===== config.mk =====
export PLATFORM = sky130hd
export DESIGN_NAME = aligner_shift_pipe
export DESIGN_NICKNAME = d
export VERILOG_FILES = /design/src/rtl/aligner_pkg.sv /design/src/rtl/aligner_shift_level.sv /design/src/rtl/aligner_shift_pipe.sv
export SDC_FILE = /design/constraint.sdc
export NUM_CORES = 1
export LEC_CHECK = 0
export ABC_AREA = 1
export BUFFER_PORTS_ARGS = -buffer_cell sky130_fd_sc_hd__buf_2
export CAP_MARGIN = 30
export CORE_ASPECT_RATIO = 2
export CORE_MARGIN = 2
export CORE_UTILIZATION = 55
export CTS_BUF_LIST = sky130_fd_sc_hd__clkbuf_2 sky130_fd_sc_hd__clkbuf_4 sky130_fd_sc_hd__clkbuf_8
export CTS_CLUSTER_DIAMETER = 150
export DETAILED_ROUTE_END_ITERATION = 10
export GPL_ROUTABILITY_DRIVEN = 0
export PLACE_DENSITY = 0.78
export SYNTH_ARGS = -nofsm -noshare
export SYNTH_HDL_FRONTEND = slang
export SYNTH_SLANG_ARGS = --single-unit

===== constraint.sdc =====
create_clock -name clk -period 4.8 [get_ports clk]
set_input_delay 0.48 -clock clk [delete_from_list [all_inputs] [get_ports clk]]
set_output_delay 0.48 -clock clk [all_outputs]
set_load 0.02 [all_outputs]

===== src/rtl/aligner_pkg.sv =====
// Payload type and pipeline-split helpers for the pipelined alignment shifter.
// The payload struct is sized from ALN_WIDTH/ALN_CNT_W; the top's WIDTH and CNT_W must match them.
package aligner_pkg;

  localparam int ALN_WIDTH = 24;
  localparam int ALN_CNT_W = 6;

  function automatic int result_width(input int width);
    return 2 * width;
  endfunction

  localparam int ALN_RES_W = result_width(ALN_WIDTH);

  typedef struct packed {
    logic [ALN_RES_W-1:0] data;
    logic                 sticky;
    logic [ALN_CNT_W-1:0] cnt;
    logic                 dir;
  } stage_t;

  // Levels are split evenly; the first (cnt_w % stages) stages take one extra level.
  function automatic int stage_levels(input int cnt_w, input int stages, input int s);
    return (cnt_w / stages) + ((s < (cnt_w % stages)) ? 1 : 0);
  endfunction

  function automatic int stage_first_level(input int cnt_w, input int stages, input int s);
    return (s * (cnt_w / stages)) + ((s < (cnt_w % stages)) ? s : (cnt_w % stages));
  endfunction

  function automatic int level_stage(input int cnt_w, input int stages, input int k);
    int s;
    s = 0;
    for (int i = 1; i < stages; i++) begin
      if (k >= stage_first_level(cnt_w, stages, i)) s = i;
    end
    return s;
  endfunction

endpackage


===== src/rtl/aligner_shift_level.sv =====
// One conditional power-of-two shift level; discarded bits are ORed into the running sticky.
// Purely combinational; a SHIFT at or beyond WIDTH discards the whole field.
module aligner_shift_level #(
  parameter int WIDTH = 48,
  parameter int SHIFT = 1
) (
  input  logic             en,
  input  logic             dir,
  input  logic [WIDTH-1:0] data_in,
  input  logic             sticky_in,
  output logic [WIDTH-1:0] data_out,
  output logic             sticky_out
);

  logic [WIDTH-1:0] rdata;
  logic [WIDTH-1:0] ldata;
  logic             rlost;
  logic             llost;

  if (SHIFT >= WIDTH) begin : g_all
    assign rdata = '0;
    assign ldata = '0;
    assign rlost = |data_in;
    assign llost = |data_in;
  end else begin : g_part
    assign rdata = {{SHIFT{1'b0}}, data_in[WIDTH-1:SHIFT]};
    assign ldata = {data_in[WIDTH-1-SHIFT:0], {SHIFT{1'b0}}};
    assign rlost = |data_in[SHIFT-1:0];
    assign llost = |data_in[WIDTH-1:WIDTH-SHIFT];
  end

  always_comb begin
    data_out   = data_in;
    sticky_out = sticky_in;
    if (en) begin
      data_out   = dir ? ldata : rdata;
      sticky_out = sticky_in | (dir ? llost : rlost);
    end
  end

endmodule


===== src/rtl/aligner_shift_pipe.sv =====
// Pipelined aligner: result = {operand,0} >> shift_count with sticky; latency STAGES, 1/cycle, stalls on out_ready.
// in_ready is combinational from out_ready (no skid). ALIGNER_SHIFT_DIR_EN adds the shift_left port.
module aligner_shift_pipe
  import aligner_pkg::*;
#(
  parameter int WIDTH  = ALN_WIDTH,
  parameter int CNT_W  = ALN_CNT_W,
  parameter int STAGES = 2
) (
  input  logic               clk,
  input  logic               reset,
  input  logic               in_valid,
  output logic               in_ready,
  input  logic [CNT_W-1:0]   shift_count,
  input  logic [WIDTH-1:0]   operand,
`ifdef ALIGNER_SHIFT_DIR_EN
  input  logic               shift_left,
`endif
  output logic               out_valid,
  input  logic               out_ready,
  output logic [2*WIDTH-1:0] result,
  output logic               sticky
);

  localparam int RES_W = result_width(WIDTH);
  localparam int LAST  = STAGES - 1;

  stage_t            src;
  stage_t            lvl_in  [CNT_W];
  stage_t            lvl_out [CNT_W];
  stage_t            stg_nxt [STAGES];
  stage_t            stg_q   [STAGES];
  logic [STAGES-1:0] vld_q;
  logic [STAGES-1:0] adv;
  logic [STAGES-1:0] load;
  logic              unused_tail;

  always_comb begin
    src        = '0;
    src.cnt    = shift_count;
    src.sticky = 1'b0;
`ifdef ALIGNER_SHIFT_DIR_EN
    src.dir  = shift_left;
    src.data = shift_left ? {{WIDTH{1'b0}}, operand} : {operand, {WIDTH{1'b0}}};
`else
    src.dir  = 1'b0;
    src.data = {operand, {WIDTH{1'b0}}};
`endif
  end

  // Saturation needs no special case: once the applied levels sum past RES_W every
  // operand bit has been discarded into the sticky.
  for (genvar k = 0; k < CNT_W; k++) begin : g_lvl
    localparam int S = level_stage(CNT_W, STAGES, k);
    logic [RES_W-1:0] d;
    logic             st;

    if (k == stage_first_level(CNT_W, STAGES, S)) begin : g_head
      if (S == 0) begin : g_src
        assign lvl_in[k] = src;
      end else begin : g_reg
        assign lvl_in[k] = stg_q[S-1];
      end
    end else begin : g_chain
      assign lvl_in[k] = lvl_out[k-1];
    end

    aligner_shift_level #(
      .WIDTH (RES_W),
      .SHIFT (1 << k)
    ) u_level (
      .en         (lvl_in[k].cnt[k]),
      .dir        (lvl_in[k].dir),
      .data_in    (lvl_in[k].data),
      .sticky_in  (lvl_in[k].sticky),
      .data_out   (d),
      .sticky_out (st)
    );

    assign lvl_out[k] = '{data: d, sticky: st, cnt: lvl_in[k].cnt, dir: lvl_in[k].dir};
  end

  for (genvar s = 0; s < STAGES; s++) begin : g_nxt
    assign stg_nxt[s] = lvl_out[stage_first_level(CNT_W, STAGES, s) + stage_levels(CNT_W, STAGES, s) - 1];
  end

  always_comb begin
    adv       = '0;
    adv[LAST] = vld_q[LAST] & out_ready;
    for (int s = LAST - 1; s >= 0; s--) begin
      adv[s] = vld_q[s] & (~vld_q[s+1] | adv[s+1]);
    end
  end

  assign in_ready = ~vld_q[0] | adv[0];

  always_comb begin
    load    = '0;
    load[0] = in_valid & in_ready;
    for (int s = 1; s < STAGES; s++) begin
      load[s] = adv[s-1];
    end
  end

  always_ff @(posedge clk) begin
    if (reset) begin
      vld_q <= '0;
    end else begin
      vld_q <= load | (vld_q & ~adv);
    end
  end

  // Payload only moves on a load, so a stalled or bubbled stage keeps its contents.
  always_ff @(posedge clk) begin
    for (int s = 0; s < STAGES; s++) begin
      if (load[s]) stg_q[s] <= stg_nxt[s];
    end
  end

  assign out_valid   = vld_q[LAST];
  assign result      = vld_q[LAST] ? stg_q[LAST].data : '0;
  assign sticky      = vld_q[LAST] & stg_q[LAST].sticky;
  assign unused_tail = ^{stg_q[LAST].cnt, stg_q[LAST].dir};

endmodule


==> key figures <==
Run status
  • Outcome: finished clean

Routing
  • Drt pass-1 iters: 5
  • DR WL met3: between 400 and 500 um
  • Top sig layer: met4
  • Drt wl/cell: roughly 13 um
  • Drt drc: 0
  • Routed vias/inst: around 5.4
  • Final WL: roughly 11000 um
  • Initial DRC count: 405
  • Vias after detailed routing: about 4500
  • Post-DRT Antenna Nets: 0
  • WL met1: between 3000 and 4000 um
  • Met2 WL: approximately 6000 um

Place
  • Port Buf Inserts: 84
  • Area after DPL: around 5400 um2
  • HPWL Detailed: 8600 um
  • Dpl ws: 2.07 ns
  • Placed instance count: 825

Hold path
  • Hold Path Class: in2reg
  • Hold Crit Start: shift_count[4]

Timing
  • Final min period: 2.85 ns
  • Fin. Hold Viols: 0
  • Setup Skew: between 0.007 and 0.008 ns
  • Final period util: about three fifths
  • Actual slew at the worst max-slew pin: approximately 1.0 ns
  • Setup WS post-layout: about 2 ns
  • Final setup fails: 0
  • RSZ-0062 raised after global routing: no
  • Rel. slew slack: about a third
  • Total negative setup slack: 0 ns
  • Fmax: approximately 350 MHz
  • Slew Limit Fails: 0

Cells and area
  • Diodes inserted: 0
  • Final #Nets: around 770
  • Share of layout cells above drive strength 1: between 10% and 20%
  • Design area: about 5600 um2
  • Fin cells: roughly 840
  • P&R area growth vs syn: 12.0%
  • Filler Cells Inserted: around 820

Critical path
  • Crit path launch: stg_q[0][4]
  • CP max FO: 39
  • Setup crit start kind: flop
  • CP Class: reg2reg
  • Worst EP required: just under 5 ns
  • R2R Path Start: stg_q[0][4]
  • WP data arrival: between 2 and 3 ns
  • CP endpoint kind: flop

Clock network
  • H-Tree Depth: 3
  • Setup Buffers After CTS: 0
  • CTS tree: built
  • Clk pin slew, worst setup/hold paths: 0.08 ns
  • Post_cts resized: 0
  • Worst-Skew Late Latency: around 0.36 ns
  • CTS Buf Count: 9
  • Clk buf depth: 2
  • TritonCTS Sinks: 85
  • CTS Hold Buffers Added: 0
  • Root buf cell: clkbuf_8

Yosys
  • YS warnings: 0
  • Synthesis-stage register bit count: 85
  • Share of the synthesized area in the top cell type: 49.7%
  • Syn_nets: 712
  • Dominant cells by area after synthesis: edfxtp_1, nand2_1, nand3_1, o21ai_0, inv_1
  • Cell area after synthesis: 5010 um2
  • Count leader, synth: nand2_1
  • Cell variety after synth: 19
  • Syn Inst Count: 678
  • Top FF cell, synth: edfxtp_1
  • Share of synthesized flip-flops with an asynchronous set or reset: 0%
  • Post-synth EDFFs: slightly above 80
  • Area leader, netlist: edfxtp_1
  • Seq/Total Area, Yosys: 50.5%
  • Avg Cell Area, Syn: 7.39 um2
  • Post-synth top cells: nand2_1, edfxtp_1, nand3_1

Global route
  • Vias in the first global route: between 4000 and 5000
  • Gr ovfl total: 0
  • First-pass GRT wire length: 18000 um
  • Number of antenna violations at the first check in global routing: 0
  • Largest net degree at the start of global routing: 54
  • Total GRT Usage: between 20% and 30%

Power and ir drop
  • PD cells: roughly 300 nW/um2
  • Worst IR Drop VDD: 0.155 mV
  • Tot Pwr: 0.00166 W
  • Pleak: 2.93 nW

Die
  • # IOs: 85
  • Row cnt: 49
  • Starting Density: between 50% and 60%
  • Horiz. Die Dim: 71.5 um
  • Die height: between 100 and 150 um
  • Die ar.: 9940 um2
  • Core area: roughly 9000 um2

Run
  • Max-cap violations: 0
## cell usage in the layout, fill, tap and decap left out, types with 4 or more instances in the layout
cell and instances:
nand2_1 280, buf_2 84, edfxtp_1 83, nand3_1 81, inv_1 62, o21ai_0 57, nor2_1 51, clkbuf_8 9
buf_4 4
## where the power goes
part	leakage [nW]	internal, W	switching, W
sequential	0.837	0.000872	0.0000271
clock	0.0887	0.000236	0.000239
combinational	2.00	0.0000882	0.000199
## cell families (layout without fill, tap and decap cells)
logic type	Yosys count	after routing	synth area share [%]
buf+inv	110	171	9.04
mux	3	3	0.599
simple gates	417	417	33.5
compound gates	63	63	6.37
flops	85	85	50.5
## layer usage
| layer | vias to the layer above | global-route usage [%] |
|---|---|---|
| met2 | 177 | 42.5 |
| met3 | 40 | 4.36 |
| li1 | 2295 | - |
| met1 | 2009 | 22.4 |
| met5 | - | 0 |
| met4 | 0 | 13.9 |
## state kept, by name, indices dropped and copies added (netlist names)
signal	cells
stg_q	83
vld_q	2
## critical path, cell delays in order, from the launching register on
cell and delay, ns:
edfxtp_1 1.01, inv_2 0.52, nand2_1 0.20, nand3_1 0.09, nand2_1 0.13, nand2_1 0.08, nor2_1 0.23, nand2_1 0.08
nor2_1 0.10, nand2_1 0.05, nand2_1 0.05, nand2_1 0.05
## layout make-up
cell class	count	area [um2]	area share, %
repair buffers	89	478	8.52
clock inverters	7	66.3	1.18
well taps	102	128	2.27
multi-input cells	483	2040	36.3
clock buffers	9	124	2.21
flip-flops and latches	85	2530	45.1
inverters	66	248	4.41
## through the flow
| stage | hold WS [ns] | util (%) |
|---|---|---|
| finish | 0.290 | 62.7 |
| global route | 0.271 | 62.7 |
| global placement | 0.501 | 60.3 |
| CTS | 0.278 | 62.7 |
| detailed placement | 0.535 | 60.6 |
| floorplan | 0.445 | - |
## final timing paths
check	endpoint	slack [ns]	cells past startpoint
worst min-delay path	stg_q[0][5]	0.29	1
worst min register to register	vld_q[0]	0.55	2
worst max register to register	stg_q[0][63]	1.95	11
worst max-delay path	stg_q[0][63]	1.95	11
No activity file was read; power rests on OpenSTA's default activity.
